<file path="src/rtl/shift_add_mul_pkg.sv">
// Shared types, default sizes and the round-robin pick function for the
// shift-and-add multiplier scheduler.
package shift_add_mul_pkg;

    typedef enum logic [1:0] {
        IDLE = 2'd0,
        RUN  = 2'd1,
        DONE = 2'd2
    } state_t;

    localparam int unsigned NREQ   = 4;
    localparam int unsigned M      = 8;
    localparam int unsigned N      = 8;
    localparam int unsigned RR_MAX = 32;

    // First set bit of valid at or after ptr, wrapping at nreq-1; ptr if none set.
    function automatic int unsigned rr_pick(input logic [RR_MAX-1:0] valid,
                                            input int unsigned ptr,
                                            input int unsigned nreq);
        int unsigned idx;
        logic        found;
        rr_pick = ptr;
        found   = 1'b0;
        for (int unsigned k = 0; k < RR_MAX; k++) begin
            idx = ptr + k;
            if (idx >= nreq) idx = idx - nreq;
            if (k < nreq && !found && valid[idx[4:0]]) begin
                rr_pick = idx;
                found   = 1'b1;
            end
        end
    endfunction

endpackage

</file>
<file path="src/rtl/shift_add_mul_scheduler_arb.sv">
// Combinational round-robin arbiter: valid vector and search pointer in,
// one-hot grant and grant index out. The pointer register lives in the scheduler.
module mul_rr_arbiter #(
    parameter  int unsigned NREQ = shift_add_mul_pkg::NREQ,
    localparam int unsigned IDW  = $clog2(NREQ)
) (
    input  logic [NREQ-1:0] valid,
    input  logic [IDW-1:0]  ptr,
    output logic [NREQ-1:0] grant,
    output logic [IDW-1:0]  idx
);
    import shift_add_mul_pkg::*;

    always_comb begin
        idx   = IDW'(rr_pick(RR_MAX'(valid), 32'(ptr), NREQ));
        grant = (|valid) ? (NREQ'(1) << idx) : '0;
    end

endmodule

</file>
<file path="src/rtl/shift_add_mul_scheduler.sv">
// Round-robin shared iterative shift-and-add multiplier, one multiplier bit per clock.
// Define EARLY_TERM_EN to leave RUN as soon as no set multiplier bits remain.
module shift_add_mul_scheduler #(
    parameter  int unsigned NREQ = shift_add_mul_pkg::NREQ,
    parameter  int unsigned M    = shift_add_mul_pkg::M,
    parameter  int unsigned N    = shift_add_mul_pkg::N,
    localparam int unsigned IDW  = $clog2(NREQ)
) (
    input  logic              clk,
    input  logic              rst,
    input  logic [NREQ-1:0]   req_valid,
    output logic [NREQ-1:0]   req_ready,
    input  logic [NREQ*M-1:0] req_a,
    input  logic [NREQ*N-1:0] req_b,
    output logic              rsp_valid,
    input  logic              rsp_ready,
    output logic [IDW-1:0]    rsp_id,
    output logic [M+N-1:0]    rsp_p,
    output logic              busy
);
    import shift_add_mul_pkg::*;

    localparam int unsigned PW = M + N;
    localparam int unsigned CW = (N > 1) ? $clog2(N) : 1;

    state_t          state, state_nxt;
    logic [PW-1:0]   a_sh, acc, acc_nxt;
    logic [N-1:0]    b_sh;
    logic [CW-1:0]   cnt;
    logic [IDW-1:0]  rr_ptr, g_idx;
    logic [NREQ-1:0] g_onehot;
    logic            grant_any, last;

    mul_rr_arbiter #(.NREQ(NREQ)) u_arb (
        .valid (req_valid),
        .ptr   (rr_ptr),
        .grant (g_onehot),
        .idx   (g_idx)
    );

    assign grant_any = |g_onehot;
    assign acc_nxt   = b_sh[0] ? acc + a_sh : acc;
`ifdef EARLY_TERM_EN
    // Remaining multiplier bits after this cycle's shift are all zero.
    assign last = (cnt == CW'(N - 1)) || (b_sh[N-1:1] == '0);
`else
    assign last = (cnt == CW'(N - 1));
`endif

    always_ff @(posedge clk or posedge rst) begin
        if (rst) state <= IDLE;
        else     state <= state_nxt;
    end

    always_comb begin
        state_nxt = state;
        req_ready = '0;
        case (state)
            IDLE: begin
                req_ready = g_onehot;
                if (grant_any) state_nxt = RUN;
            end
            RUN:     if (last) state_nxt = DONE;
            DONE:    if (rsp_ready) state_nxt = IDLE;
            default: state_nxt = IDLE;
        endcase
    end

    assign rsp_valid = (state == DONE);
    assign busy      = (state != IDLE);

    always_ff @(posedge clk or posedge rst) begin
        if (rst) begin
            a_sh   <= '0;
            b_sh   <= '0;
            acc    <= '0;
            cnt    <= '0;
            rr_ptr <= '0;
            rsp_id <= '0;
            rsp_p  <= '0;
        end else begin
            case (state)
                IDLE: if (grant_any) begin
                    a_sh   <= PW'(req_a[g_idx*M +: M]);
                    b_sh   <= req_b[g_idx*N +: N];
                    acc    <= '0;
                    cnt    <= '0;
                    rsp_id <= g_idx;
                    rr_ptr <= (g_idx == IDW'(NREQ - 1)) ? '0 : g_idx + 1'b1;
                end
                RUN: begin
                    acc  <= acc_nxt;
                    a_sh <= a_sh << 1;
                    b_sh <= b_sh >> 1;
                    cnt  <= cnt + 1'b1;
                    if (last) rsp_p <= acc_nxt;
                end
                default: ;
            endcase
        end
    end

endmodule

</file>
<file path="config.mk">
export PLATFORM = sky130hd
export DESIGN_NAME = shift_add_mul_scheduler
export DESIGN_NICKNAME = d
export VERILOG_FILES = /design/src/rtl/shift_add_mul_pkg.sv /design/src/rtl/shift_add_mul_scheduler_arb.sv /design/src/rtl/shift_add_mul_scheduler.sv
export SDC_FILE = /design/constraint.sdc
export NUM_CORES = 1
export LEC_CHECK = 0
export BUFFER_PORTS_ARGS = -buffer_cell sky130_fd_sc_hd__buf_2
export CAP_MARGIN = 20
export CORE_ASPECT_RATIO = 1.4
export CORE_MARGIN = 2
export CORE_UTILIZATION = 40
export CTS_CLUSTER_DIAMETER = 120
export DETAILED_ROUTE_END_ITERATION = 12
export PLACE_DENSITY = 0.71
export SYNTH_ARGS = -nofsm -noshare
export SYNTH_HDL_FRONTEND = slang
export SYNTH_SLANG_ARGS = --single-unit
export TNS_END_PERCENT = 1
</file>
<file path="constraint.sdc">
create_clock -name clk -period 3.95 [get_ports clk]
set_input_delay 0.79 -clock clk [delete_from_list [all_inputs] [get_ports clk]]
set_output_delay 0.79 -clock clk [all_outputs]
set_load 0.02 [all_outputs]
</file>
Yosys cells after proc, flatten, opt, wreduce, memory -nomap -nowiden
Cells that the tools add are included.
Widths: inputs -> output; s select.
{"block": "word_totals", "ff_bits": 65, "latch_bits": 0, "ram_bits": 0, "mem_bits_ro": 0, "in_bits": 71, "output_inout_bits": 24, "elab_cells": 86, "mem_count": 0}
{"block": "op_classes", "addsub": 10, "n_mul": 0, "div_mod_pow": 0, "magnitude_cmp": 8, "eq_ne": 7, "shift": 3, "n_mux": 35, "bitwise": 0, "reduce_logical": 15}
{"cell": "$ge 32x3->1 const B", "count": 3}
{"cell": "$pmux 16 s2", "count": 2}
{"cell": "$shiftx 32x6->8", "count": 2}
{"cell": "$mux 16", "count": 3}
{"cell": "$lt 5x6->1 const B", "count": 4}
{"cell": "$bmux 1 s5", "count": 4}
{"cell": "$mux 5", "count": 4}
{"cell": "$add 16x16->16", "count": 1}
{"cell": "$mux 2", "count": 8}
{"cell": "$pmux 8 s2", "count": 1}
{"cell": "$sub 3x3->4 const B", "count": 3}
{"cell": "$mux 4", "count": 2}
{"cell": "$mux 8", "count": 1}
{"cell": "$reduce_or 4->1", "count": 2}
{"cell": "$mux 1", "count": 7}
{"cell": "$add 2x2->3 const B", "count": 2}
{"cell": "$pmux 2 s3", "count": 1}
{"cell": "$pmux 3 s2", "count": 1}
{"cell": "$reduce_and 2->1", "count": 3}
{"cell": "$eq 2x2->1 const B", "count": 2}
{"cell": "$ne 2x2->1 const B", "count": 2}
{"cell": "$reduce_bool 2->1", "count": 2}
{"cell": "$shl 1x2->4 const A", "count": 1}
{"cell": "$sub 2x3->4 const B", "count": 1}
{"cell": "12 further kinds", "count": 16}

Longest topological paths before layout
Gate-level depths: netlist of run 1.
{"block": "logic_depth", "word_depth": 19, "mapped_depth": 15}

Hierarchy
Synthesis of run 1 repeated with hierarchy kept, for this count alone.
{"block": "hier_totals", "cells_unflattened": 417, "area_unflattened_um2": 4192.8}
{"mod": "shift_add_mul_scheduler", "instances": 1, "cells_per_inst": 375, "area_per_inst_um2": 3819.9, "seq_area_each_um2": 1626.6}
{"mod": "mul_rr_arbiter", "instances": 1, "cells_per_inst": 42, "area_per_inst_um2": 372.9, "seq_area_each_um2": 0.0}

Worst setup path after synthesis of run 1
OpenSTA, ideal clock, no wires.
{"block": "synth_path", "path_kind": "input-to-output", "from": "input port req_valid[3]", "to": "output port req_ready[0]", "arrival_time_ns": 2.744, "slack_ns": 0.416, "stages": 7, "path_buffers": 0, "cell_sequence": "mux2_2 -> a211o_1 -> and4_1 -> or4_1 -> a21oi_1 -> a31oi_1 -> nor3_1"}
{"block": "synth_via", "elab_chain_len": 15}
{"element": "start, declared", "line_no": "shift_add_mul_scheduler.sv:11", "text": "input logic [NREQ-1:0] req_valid,"}
{"element": "$bmux 1 s5", "line_no": "shift_add_mul_pkg.sv:27", "text": "if (k < nreq && !found && valid[idx[4:0]]) begin"}
{"element": "$mux 1 (implied by the code)", "line_no": "shift_add_mul_pkg.sv:27"}
{"element": "$mux 1", "line_no": "shift_add_mul_pkg.sv:27"}
{"element": "$logic_not 1->1", "line_no": "shift_add_mul_pkg.sv:27"}
{"element": "$logic_and 1x1->1", "line_no": "shift_add_mul_pkg.sv:27"}
{"element": "$mux 1", "line_no": "shift_add_mul_pkg.sv:27"}
{"element": "$logic_not 1->1", "line_no": "shift_add_mul_pkg.sv:27"}
{"element": "$logic_and 1x1->1", "line_no": "shift_add_mul_pkg.sv:27"}
{"element": "$mux 1", "line_no": "shift_add_mul_pkg.sv:27"}
{"element": "$logic_not 1->1", "line_no": "shift_add_mul_pkg.sv:27"}
{"element": "$logic_and 1x1->1", "line_no": "shift_add_mul_pkg.sv:27"}
{"element": "$mux 2", "line_no": "shift_add_mul_pkg.sv:27"}
{"element": "$shl 1x2->4", "line_no": "shift_add_mul_scheduler_arb.sv:16", "text": "grant = (|valid) ? (NREQ'(1) << idx) : '0;"}
{"element": "$mux 4 *", "line_no": "shift_add_mul_scheduler_arb.sv:16"}
{"element": "$mux 4 *", "line_no": "shift_add_mul_scheduler.sv:58", "text": "case (state)"}
{"element": "end, declared", "line_no": "shift_add_mul_scheduler.sv:12", "text": "output logic [NREQ-1:0] req_ready,"}
Every way passes the cells marked *; elsewhere a longest branch is shown, timed or not. The select of a mux whose other input is x is not followed.

Worst setup path in the final report of run 1
{"block": "layout_path", "from": "register rr_ptr[1]", "to": "output port req_ready[2]"}
{"block": "layout_via", "elab_chain_len": 17}
{"element": "start, declared", "line_no": "shift_add_mul_scheduler.sv:30", "text": "logic [IDW-1:0] rr_ptr, g_idx;"}
{"element": "start signal, assigned", "line_no": "shift_add_mul_scheduler.sv:89", "text": "rr_ptr <= (g_idx == IDW'(NREQ - 1)) ? '0 : g_idx + 1'b1;"}
{"element": "parallel branches: the longest is 13 deep, another holds $ge 32x3->1"}
{"element": "$mux 2 *", "line_no": "shift_add_mul_pkg.sv:27"}
{"element": "$shl 1x2->4 *", "line_no": "shift_add_mul_scheduler_arb.sv:16"}
{"element": "$mux 4 *", "line_no": "shift_add_mul_scheduler_arb.sv:16"}
{"element": "$mux 4 *", "line_no": "shift_add_mul_scheduler.sv:58"}
Mark *: on every way between the ends. The select of a mux whose other input is x is not followed.

==> results.md, run 1 <==
- Worst reg2reg path depth: 11
- Post-DP HPWL: 7455 µm
- Clock power frac: 16.8%
- Post-Syn Area: 4223 µm²
- Cell area after layout: 5185 µm²
- Post-placement cell area: 4826 µm²
- DRC errors left: 0
- Synthesized flop and latch total: 65
- Startpoint types: flip-flop
- Ant. Diodes: 0
- Routed length per instance: 14.69 µm
- Critical-path maximum fanout: 15
- Min Tclk post-route: 3.795 ns
- Status: completed
- CP cell instances: inv_1, ha_1, a211oi_2, o21a_2, nand2b_4, xnor2_4, inv_4, ha_1, and2_1, buf_2
- Worst Clk Skew: 0.007021 ns
- Post-place setup slack: 0.1834 ns
- Vias in the first global route: 3504
- FF-to-FF Start: rr_ptr[1]
- Crit path DAT: 3.01 ns
- Hold WC Path Type: reg2reg
- Net count, final: 626
- Post-route setup slack: 0.1549 ns
- Slowest cell delay on critical path: 0.47 ns
- Max Buffers Root-to-Sink: 2
- First-pass GRT wire length: 16420 µm
- Syn nets: 535
- Clock sinks: 65
- Switching share of power: 43.82%
- Most common cell on crit path: ha_1
- First-pass DRT Iterations: 4
- Post-Synthesis Cells: 440
- Max H-tree Level: 3
- CTS root buf: clkbuf_16
- VDD IR max: 682.6 µV
- P_leak: 2.513 nW
- Bufs and invs on worst path: 3
- Full die area: 11410 µm²
- Largest net degree at the start of global routing: 36
- Setup violations, final: 0
- FP Rows: 44
- GRT Util Overall: 17.70%
- WHS Endpoint: rsp_p[1]
- Setup CP Type: reg2out
- Vias per cell: 5.327
- Die height: 125.6 µm
- Final Hold Viols: 0
- P_int: 0.002964 W
- Slowest cell on crit path: dfrtp_1
- Flop-to-flop setup slack: 0.36 ns
- Core region area: 10350 µm²
- Post-synth EDFFs: 0
- Syn-to-layout area delta: 22.79%
- Starting Density: 40.80%
- Routability cong.: 0.8658
- Filler cells: 1012
- Hold_buf cts: 0
- Max Freq: 263.5 MHz
- Post-synth top area share: 38.52%
- Reg2reg end: rr_ptr[1]
- Final period util: 96.08%
- Die X: 90.84 µm
- Pins Over Slew Limit: 0
- Top Ports: 95
- Critical Path End Type: primary output
- Data required, critical path: 3.16 ns
- Total wire length: 9884 µm
- Yosys warnings: 0
- Comb power frac: 60.2%
- CTS tree: built
- Total Power: 0.005276 W
- Layout cells sized above 1: 28.22%
- Worst-skew pair later-pin latency: 0.34 ns
- Leading area contributor after synthesis: dfrtp_1
- CTS clk-pin slew, worst paths: 0.05 ns
- DRT iter0 DRCs: 165
- Ys async rst share: 100.0%
- Netlist cell types: 61
- GR Overflow Total: 0
- Total CTS buffers: 9
- Synthesized area per cell: 9.597 µm²
- Synth top area cells: dfrtp_1 39%, ha_1 6.8%, nand2_1 6.0%
- Psw: 0.002312 W
- Ys flop type: dfrtp_1
- Initial antenna violation count: 0
- Via count: 3585
- Sequential power share: 23.0%
- Hold WS: 0.4708 ns
- Hold Path Stages: 2
- PortBufs: 94
- Power density over cell area: 1017 nW/µm²
- Max Cap Viol: 0
- Routed Antenna Nets: 0
- Worst hold start: rsp_p[1]
- Top cell family by delay on the critical path: adder cells
- Actual slew at the worst max-slew pin: 1.003 ns
- Relative slew slack: 33.10%
- Sequential share of the synthesized area: 38.52%
-- metrics by stage --
step	utilization (%)	setup TNS, ns	instances
2_1_floorplan	-	0	440
3_3_place_gp	46.63	0	657
3_5_place_dp	46.63	0	657
4_1_cts	49.85	0	672
5_1_grt	50.10	-0.02450	673
6_report	50.10	0	673
-- timing repair --
action,in CTS,in global routing
resized for setup,1,1
endpoints found under the setup margin,1,1
setup buffers,0,1
-- flip-flops by register name, summed over array words and instances, names as in the netlist --
| register | count |
|---|---|
| a_sh | 16 |
| rr_ptr | 2 |
| rsp_id | 2 |
| state | 2 |
| b_sh | 8 |
| rsp_p | 16 |
| acc | 16 |
| cnt | 3 |
-- routing by layer --
| metal | wire length, µm | vias to the layer above | GRT usage, % | share of wire (%) |
|---|---|---|---|---|
| met1 | 4205 | 1705 | 20.60 | 43 |
| li1 | - | 1784 | - | - |
| met5 | 0 | - | 0 | 0 |
| met2 | 5026 | 82 | 31.56 | 51 |
| met4 | 223 | 0 | 6.684 | 2.3 |
| met3 | 428 | 14 | 4.036 | 4.3 |
-- cell families after synthesis --
group	after synthesis	share of synthesized area [%]
fa+ha+maj	25	7.526
xor+xnor	14	3.348
flops	65	38.52
compound gates	106	15.70
mux	43	14.04
simple gates	149	16.83
buf+inv	38	4.030
-- tightest hold or removal path: cells and delay by family, from the launching register on --
kind            cells  cell delay, ns
compound gates      1            0.06
simple gates        1            0.04
flops               1            0.33
-- area by class of cell --
cell class                      instances  area [µm²]  area share (%)
Multi-Input combinational cell        337        2442           47.10
Sequential cell                        65        1628           31.39
Clock buffer                            9       225.2           4.344
Timing Repair Buffer                  103       550.5           10.62
Inverter                               15       58.81           1.134
Clock inverter                          6       107.6           2.075
Tap cell                              138       172.7           3.330
-- placed cells by master (no fill, tap or decap), drive strengths merged, types with 2 or more instances in the layout --
master	instances
and3	3
xor2	7
nor3b	5
a22oi	3
nand2b	10
o21ai	49
clkbuf	9
clkinv	2
o221ai	2
a21oi	19
o31ai	3
a221oi	4
mux4	10
ha	23
nor3	3
o21bai	3
nand2	68
mux2i	18
nand3	32
and2	2
a31oi	4
buf	103
or3	5
nor2	11
inv	15
mux2	15
nand3b	2
a211oi	2
a21o	4
dfrtp	65
xnor2	7
bufinv	3
o21a	2
nor2b	3
-- how the worst max path moves through the flow --
stage / from / endpoint / slack, ns / cells past startpoint
4_1_cts: rr_ptr[0] / req_ready[2] / 0.09 / 10
3_3_place_gp: req_valid[3] / rr_ptr[1] / 0.29 / 11
3_5_place_dp: req_valid[3] / rr_ptr[1] / 0.18 / 11
6_report: rr_ptr[1] / req_ready[2] / 0.15 / 10
2_1_floorplan: req_valid[3] / req_ready[0] / 0.42 / 7
5_1_grt: rr_ptr[1] / req_ready[2] / -0.02 / 10
-- power groups by stage --
| stage | clock network, W | logic [W] | registers (W) |
|---|---|---|---|
| after floorplan | 0 | 0.00243 | 0.00125 |
| after global placement | 0 | 0.00306 | 0.00122 |
| after detailed placement | 0 | 0.00314 | 0.00123 |
| after CTS | 0.000909 | 0.00316 | 0.00122 |
| after global routing | 0.000936 | 0.00352 | 0.00125 |
| final | 0.000889 | 0.00318 | 0.00121 |
-- synth_stat cells (all sizes together) (3+ instances only) --
cell type	n
ha	23
nand3	32
nor2b	3
a22oi	3
nor3	3
o21bai	3
o31ai	3
o21ai	49
inv	15
a31oi	4
nand2b	10
nor2	11
mux2i	18
a21o	4
a21oi	19
and3	3
nor3b	5
xnor2	7
mux2	15
mux4	10
buf	9
nand2	68
xor2	7
or3	5
clkbuf	14
dfrtp	65
a221oi	4
(Power assumes the default switching activity.)
==> run 2: changes to the inputs <==
--- a/config.mk
+++ b/config.mk
@@ -7,7 +7,6 @@
 export LEC_CHECK = 0
 export BUFFER_PORTS_ARGS = -buffer_cell sky130_fd_sc_hd__buf_2
 export CAP_MARGIN = 20
-export CORE_ASPECT_RATIO = 1.4
 export CORE_MARGIN = 2
 export CORE_UTILIZATION = 40
 export CTS_CLUSTER_DIAMETER = 120
==> run 2 against run 1 <==
Compared with the run above: cell area is 2.2% lower; combinational power hardly changed; sequential share of layout area is 0.71 points higher; wire length is 1.4% higher; clock-buffer cell count is 2 higher; via count is 1.6% higher; critical path depth is 1 lower; flip-flop and latch count stayed put; clock power is 40% lower; maximum frequency is 1.1% higher.
==> results.md, run 2 (synthesized netlist as in run 1, its figures left out) <==
- Max Buffers Root-to-Sink: 2 (unchanged)
- Layout cells sized above 1: 28.89% (+0.66 points)
- Max H-tree Level: 3 (unchanged)
- RSZ-0062 raised after global routing: false
- Starting Density: 41.09% (+0.29 points)
- Ant. Diodes: 0 (unchanged)
- Setup CP Type: reg2out
- CTS tree: built
- PortBufs: 94 (unchanged)
- Critical Path End Type: primary output
- Total wire length: 10020 µm (+1.4%)
- Clock sinks: 65 (unchanged)
- Filler cells: 981 (-3.1%)
- First-pass GRT wire length: 17340 µm (+5.6%)
- Reg2reg end: a_sh[4]
- Die X: 106.7 µm (+18%)
- Post-route setup slack: 0.1954 ns (+0.04048 ns)
- Post-placement cell area: 4838 µm² (+0.26%)
- CP cell instances: ha_1, nand2b_1, a211o_1, and4_1, or4_1, a21oi_1, a31oi_1, nor3_1, buf_2
- Setup TNS: 0 ns (unchanged)
- Slowest cell delay on critical path: 0.50 ns (+0.03 ns)
- Flop-to-flop setup slack: 0.48 ns (+0.12 ns)
- DRC errors left: 0 (unchanged)
- Largest net degree at the start of global routing: 47 (+31%)
- Hold WC Path Type: in2async
- Full die area: 11390 µm² (-0.10%)
- Final Core Density: 49.33% (-0.77 points)
- Routability cong.: 0.8504 (-1.8%)
- Clock power frac: 10.7% (-6.1 points)
- Data required, critical path: 3.16 ns (about the same)
- Max Freq: 266.3 MHz (+1.1%)
- Relative slew slack: 36.01% (+2.9 points)
- First-pass DRT Iterations: 4 (unchanged)
- Actual slew at the worst max-slew pin: 0.9599 ns (-0.04361 ns)
- Most common cell after layout, fill and taps aside: buf_2
- FF-to-FF Start: rr_ptr[0]
- Routed Antenna Nets: 0 (unchanged)
- FP Rows: 37 (-16%)
- GRT Util Overall: 18.97% (+1.3 points)
- Total Power: 0.004963 W (-5.9%)
- VDD IR max: 372.8 µV (-45%)
- Vias per cell: 5.386 (+1.1%)
- Hold_buf cts: 0 (unchanged)
- P_int: 0.002660 W (-10%)
- Setup violations, final: 0 (unchanged)
- Min Tclk post-route: 3.755 ns (-0.04048 ns)
- Post-place setup slack: 0.2492 ns (+0.06580 ns)
- CTS clk-pin slew, worst paths: 0.07 ns (+0.02 ns)
- Syn-to-layout area delta: 20.06%
- Max Cap Viol: 0 (unchanged)
- Critical-path maximum fanout: 8 (-7)
- Core region area: 10280 µm² (-0.70%)
- Startpoint types: flip-flop
- Worst-skew pair later-pin latency: 0.34 ns (about the same)
- Die height: 106.7 µm (-15%)
- P_leak: 2.461 nW (-2.1%)
- Top Ports: 95 (unchanged)
- Initial antenna violation count: 0 (unchanged)
- CTS root buf: clkbuf_8
- Switching share of power: 46.40% (+2.6 points)
- Sequential power share: 24.5% (+1.5 points)
- Status: completed
- Most frequent cells in the layout: 94 x buf_2, 68 x nand2_1, 64 x dfrtp_1, 49 x o21ai_0, 32 x nand3_1
- Worst reg2reg path depth: 11 (unchanged)
- Total CTS buffers: 9 (unchanged)
- Routed length per instance: 14.82 µm (+0.92%)
- Worst Clk Skew: 0.008907 ns (+0.001886 ns)
- Vias in the first global route: 3701 (+5.6%)
- Power density over cell area: 979.0 nW/µm² (-3.8%)
- Final Hold Viols: 0 (unchanged)
- Slowest cell on crit path: or4_1
- Cell area after layout: 5070 µm² (-2.2%)
- Post-DP HPWL: 7614 µm (+2.1%)
- DRT iter0 DRCs: 218 (+32%)
- Largest registers: a_sh (16), acc (16), rsp_p (16)
- Crit path DAT: 2.96 ns (-0.05 ns)
- Psw: 0.002303 W (-0.38%)
- Comb power frac: 64.8% (+4.6 points)
- Final period util: 95.05% (-1.0 points)
- Pins Over Slew Limit: 0 (unchanged)
- GR Overflow Total: 0 (unchanged)
- Net count, final: 631 (+0.80%)
- Via count: 3641 (+1.6%)
run 2: cell types whose count changed in the layout (fill, tap and decap cells not counted):
cell,delta
buf_4,+5
bufinv_16,-2
clkbuf_1,+2
clkbuf_16,-9
clkbuf_8,+9
clkinv_2,+1
ha_1,-1
ha_2,+1
inv_1,-1
run 2: worst max-delay path by stage:
stage	from	to	slack [ns]	depth (start not counted)
after floorplan	req_valid[3]	req_ready[0]	0.42	7
after global placement	req_valid[3]	req_ready[0]	0.38	9
after detailed placement	req_valid[3]	a_sh[4]	0.25	11
after CTS	rr_ptr[0]	req_ready[2]	0.05	10
after global routing	rr_ptr[0]	req_ready[0]	0.02	9
final	rr_ptr[0]	req_ready[0]	0.20	9
run 2: stage by stage:
stage	cells	hold WS, ns
4_1_cts	672	0.4797
6_report	676	0.4327
2_1_floorplan	440	0.4384
3_3_place_gp	657	0.4580
5_1_grt	676	0.4497
3_5_place_dp	657	0.4566
run 2: metal layers:
| metal | wire [µm] | part of all wire (%) | global-route usage, % | vias to the layer above |
|---|---|---|---|---|
| li1 | - | - | - | 1789 |
| met1 | 4218 | 42 | 23.66 | 1743 |
| met2 | 5236 | 52 | 33.44 | 93 |
| met3 | 401 | 4.0 | 3.708 | 16 |
| met4 | 163 | 1.6 | 5.288 | 0 |
| met5 | 0 | 0 | 0 | - |
run 2: final cells by class:
type | count | area, µm² | area share, %
Multi-Input combinational cell | 337 | 2445 | 48.22
Sequential cell | 65 | 1628 | 32.11
Timing Repair Buffer | 108 | 588.1 | 11.60
Tap cell | 136 | 170.2 | 3.356
Clock buffer | 11 | 131.4 | 2.591
Inverter | 15 | 62.56 | 1.234
Clock inverter | 4 | 45.04 | 0.8885
run 2: worst max-delay path: cells and delay by family, from the launching register on:
family                     cells  cell delay [ns]
buffers and inverters          1             0.19
adders and majority gates      1             0.23
and+or+nand+nor                4             1.14
DFF                            1             0.48
AOI/OAI and AO/OA              3             0.59
run 2: power by group through the flow:
stage | combinational, W | clock [W] | sequential (W)
floorplan | 0.00243 | 0 | 0.00125
global placement | 0.00308 | 0 | 0.00121
detailed placement | 0.00318 | 0 | 0.00123
CTS | 0.00320 | 0.000543 | 0.00122
global route | 0.00362 | 0.000575 | 0.00125
finish | 0.00321 | 0.000531 | 0.00122
run 2: timing repair:
action	CTS	global route
buffers inserted	0	3
setup endpoints to repair	0	14
resized for setup	0	4
==> run 3: changes to the inputs <==
--- a/config.mk
+++ b/config.mk
@@ -12,7 +12,9 @@
 export CTS_CLUSTER_DIAMETER = 120
 export DETAILED_ROUTE_END_ITERATION = 12
 export PLACE_DENSITY = 0.71
+export SLEW_MARGIN = 0
 export SYNTH_ARGS = -nofsm -noshare
 export SYNTH_HDL_FRONTEND = slang
+export SYNTH_HIERARCHICAL = 1
 export SYNTH_SLANG_ARGS = --single-unit
 export TNS_END_PERCENT = 1
==> run 3 against run 2 <==
Compared with the run above: clock-buffer cell count fell by 2; worst setup slack better by 0.060 ns; combinational power is 6% higher; die area shrank 0.68%; sequential power about the same; synthesized cell count down 5.2%; cell count is 4.1% lower; critical endpoint is now req_ready[2]; largest cell class unchanged; highest routed layer unchanged.
==> results.md, run 3 <==
- Post-Synthesis Cells: 417 (-5.2%)
- RSZ-0062 raised after global routing: false
- Comb power frac: 66.9% (+2.1 points)
- CTS clk-pin slew, worst paths: 0.07 ns (about the same)
- PortBufs: 94 (unchanged)
- Ys flop type: dfrtp_1
- Final Hold Viols: 0 (unchanged)
- Final period util: 93.53% (-1.5 points)
- Post-synth top area share: 38.79% (+0.28 points)
- Largest registers: a_sh (16), acc (16), rsp_p (16)
- Crit path DAT: 2.90 ns (-0.06 ns)
- Most common cell in the netlist: nand2_1
- Sequential power share: 23.5% (-1.0 points)
- Cells after DPL: 633 (-3.7%)
- Hold WS: 0.4721 ns (+0.03938 ns)
- Setup CP Type: reg2out
- Post-Syn Area: 4193 µm² (-0.71%)
- Status: completed
- Most common library cells after synthesis: 86 x nand2_1, 65 x dfrtp_1, 22 x ha_1, 22 x o21ai_0
- First-pass GRT wire length: 16590 µm (-4.3%)
- Net count, final: 602 (-4.6%)
- Full die area: 11320 µm² (-0.68%)
- Syn nets: 511 (-4.5%)
- Hold_buf cts: 0 (unchanged)
- GR Overflow Total: 0 (unchanged)
- Relative slew slack: 39.12% (+3.1 points)
- Min Tclk post-route: 3.695 ns (-0.06005 ns)
- VDD IR max: 874.0 µV (+130%)
- GRT Util Overall: 18.59% (-0.38 points)
- Setup TNS: 0 ns (unchanged)
- Routability cong.: 0.8287 (-2.6%)
- Post-DP HPWL: 7326 µm (-3.8%)
- Final Core Density: 48.50% (-0.83 points)
- Synthesized flop and latch total: 65 (unchanged)
- Total wire length: 9995 µm (-0.24%)
- P_int: 0.002701 W (+1.5%)
- Max Freq: 270.7 MHz (+1.6%)
- Post-placement cell area: 4801 µm² (-0.78%)
- Ant. Diodes: 0 (unchanged)
- Starting Density: 40.98% (-0.11 points)
- Clock sinks: 65 (unchanged)
- Worst-skew pair later-pin latency: 0.35 ns (about the same)
- Ys async rst share: 100.0% (unchanged)
- Pins Over Slew Limit: 0 (unchanged)
- Via count: 3556 (-2.3%)
- Vias in the first global route: 3482 (-5.9%)
- Final cell count without fillers: 648 (-4.1%)
- Synth top area cells: dfrtp_1 39%, mux4_2 9.1%, nand2_1 7.7%
- Routed length per instance: 15.42 µm (+4.1%)
- Max H-tree Level: 3 (unchanged)
- Synthesized area per cell: 10.05 µm² (+4.8%)
- Power density over cell area: 1020 nW/µm² (+4.2%)
- Post-synth EDFFs: 0 (unchanged)
- Data required, critical path: 3.16 ns (about the same)
- Routed Antenna Nets: 0 (unchanged)
- Clock power frac: 9.5% (-1.2 points)
- P_leak: 2.476 nW (+0.63%)
- Die height: 106.4 µm (-0.34%)
- Switching share of power: 46.62% (+0.22 points)
- Most common cell after layout, fill and taps aside: buf_2
- Leading area contributor after synthesis: dfrtp_1
- Yosys warnings: 6 (+6)
- Startpoint types: flip-flop
- Most frequent cells in the layout: 94 x buf_2, 86 x nand2_1, 64 x dfrtp_1, 22 x o21ai_0, 22 x ha_1
- Max Buffers Root-to-Sink: 2 (unchanged)
- Vias per cell: 5.488 (+1.9%)
- Worst Clk Skew: 0.007210 ns (-0.001697 ns)
- Psw: 0.002359 W (+2.4%)
- Sequential share of the synthesized area: 38.79% (+0.28 points)
- Hold WC Path Type: reg2reg
- DRT iter0 DRCs: 175 (-20%)
- Netlist cell types: 60 (-1.6%)
- Largest net degree at the start of global routing: 66 (+40%)
- Max Cap Viol: 0 (unchanged)
- Setup violations, final: 0 (unchanged)
- Core region area: 10230 µm² (-0.45%)
- CTS root buf: clkbuf_8
- Total CTS buffers: 9 (unchanged)
- Cell area after layout: 4962 µm² (-2.1%)
- DRC errors left: 0 (unchanged)
- Actual slew at the worst max-slew pin: 0.9110 ns (-0.04888 ns)
- Layout cells sized above 1: 30.86% (+2.0 points)
- Syn-to-layout area delta: 18.35%
- CTS tree: built
- First-pass DRT Iterations: 5 (+1)
- Die X: 106.4 µm (-0.34%)
- Critical Path End Type: primary output
- Critical-path maximum fanout: 9 (+1)
- FP Rows: 37 (unchanged)
- Initial antenna violation count: 0 (unchanged)
- Top Ports: 95 (unchanged)
-- run 3: cell count changes after synthesis, sizes merged, moves of 11 or more --
cell   delta
a22o     +14
a22oi    +11
mux2     -11
nand2    +18
nand3    -14
o21ai    -23
-- run 3: stage by stage --
step / total power, W / worst slack [ns]
after floorplan: 0.003819 / 0.4565
after CTS: 0.005089 / 0.1264
final: 0.005061 / 0.2555
after global placement: 0.004481 / 0.4107
after global routing: 0.005525 / 0.05881
after detailed placement: 0.004591 / 0.2897
-- run 3: layer usage --
layer / global-route usage [%] / share of wire, % / up-vias / wire length [µm]
met1: 23.84 / 44 / 1741 / 4377
met3: 3.985 / 5.3 / 13 / 525
met4: 7.425 / 1.8 / 0 / 180
met5: 0 / 0 / - / 0
li1: - / - / 1705 / -
met2: 30.59 / 49 / 97 / 4912
-- run 3: worst paths after layout --
kind                                 from      endpoint  slack [ns]  cells past startpoint
worst max-delay path            rr_ptr[1]  req_ready[2]        0.26                      9
worst min-delay path             rsp_p[9]      rsp_p[9]        0.47                      2
worst max register to register  rr_ptr[1]       a_sh[1]        0.40                     12
worst min register to register   rsp_p[9]      rsp_p[9]        0.47                      2
max in group asynchronous             rst     rr_ptr[1]        2.71                      3
min in group asynchronous             rst      state[0]        0.66                      3
-- run 3: worst max-delay path, stage by stage (launching register included) --
cell      delay (ns)
dfrtp_2         0.46
inv_1           0.10
ha_1            0.38
mux2i_1         0.16
a2111o_1        0.37
a41oi_1         0.29
xnor2_2         0.15
nor4_1          0.30
and2_1          0.18
buf_2           0.16
-- run 3: timing repair --
action / in CTS / in global routing
endpoints found under the setup margin: 0 / 1
resized for setup: 0 / 1
buffers inserted: 0 / 0
-- run 3: power groups by stage --
stage | registers (W) | logic (W) | clock network (W)
2_1_floorplan | 0.00125 | 0.00257 | 0
3_3_place_gp | 0.00119 | 0.00329 | 0
3_5_place_dp | 0.00120 | 0.00339 | 0
4_1_cts | 0.00119 | 0.00341 | 0.000493
5_1_grt | 0.00123 | 0.00377 | 0.000527
6_report | 0.00119 | 0.00339 | 0.000483
-- run 3: final cells by class --
cell class / instances / area [µm²]
clock buffer: 9 / 123.9
clock inverter: 6 / 36.28
fill: 945 / 5269
inverter: 9 / 33.78
multi-input combinational: 319 / 2425
sequential: 65 / 1628
tap: 136 / 170.2
timing repair buffer: 104 / 545.5
-- run 3: cell families after synthesis --
| group | Yosys count | share of synthesized area [%] |
|---|---|---|
| AOI/OAI and AO/OA | 99 | 17.46 |
| xor gates and xnor gates | 14 | 2.924 |
| adders and majority gates | 23 | 7.043 |
| buffers and inverters | 33 | 3.551 |
| DFF | 65 | 38.79 |
| muxes | 38 | 14.26 |
| and+or+nand+nor | 145 | 15.97 |
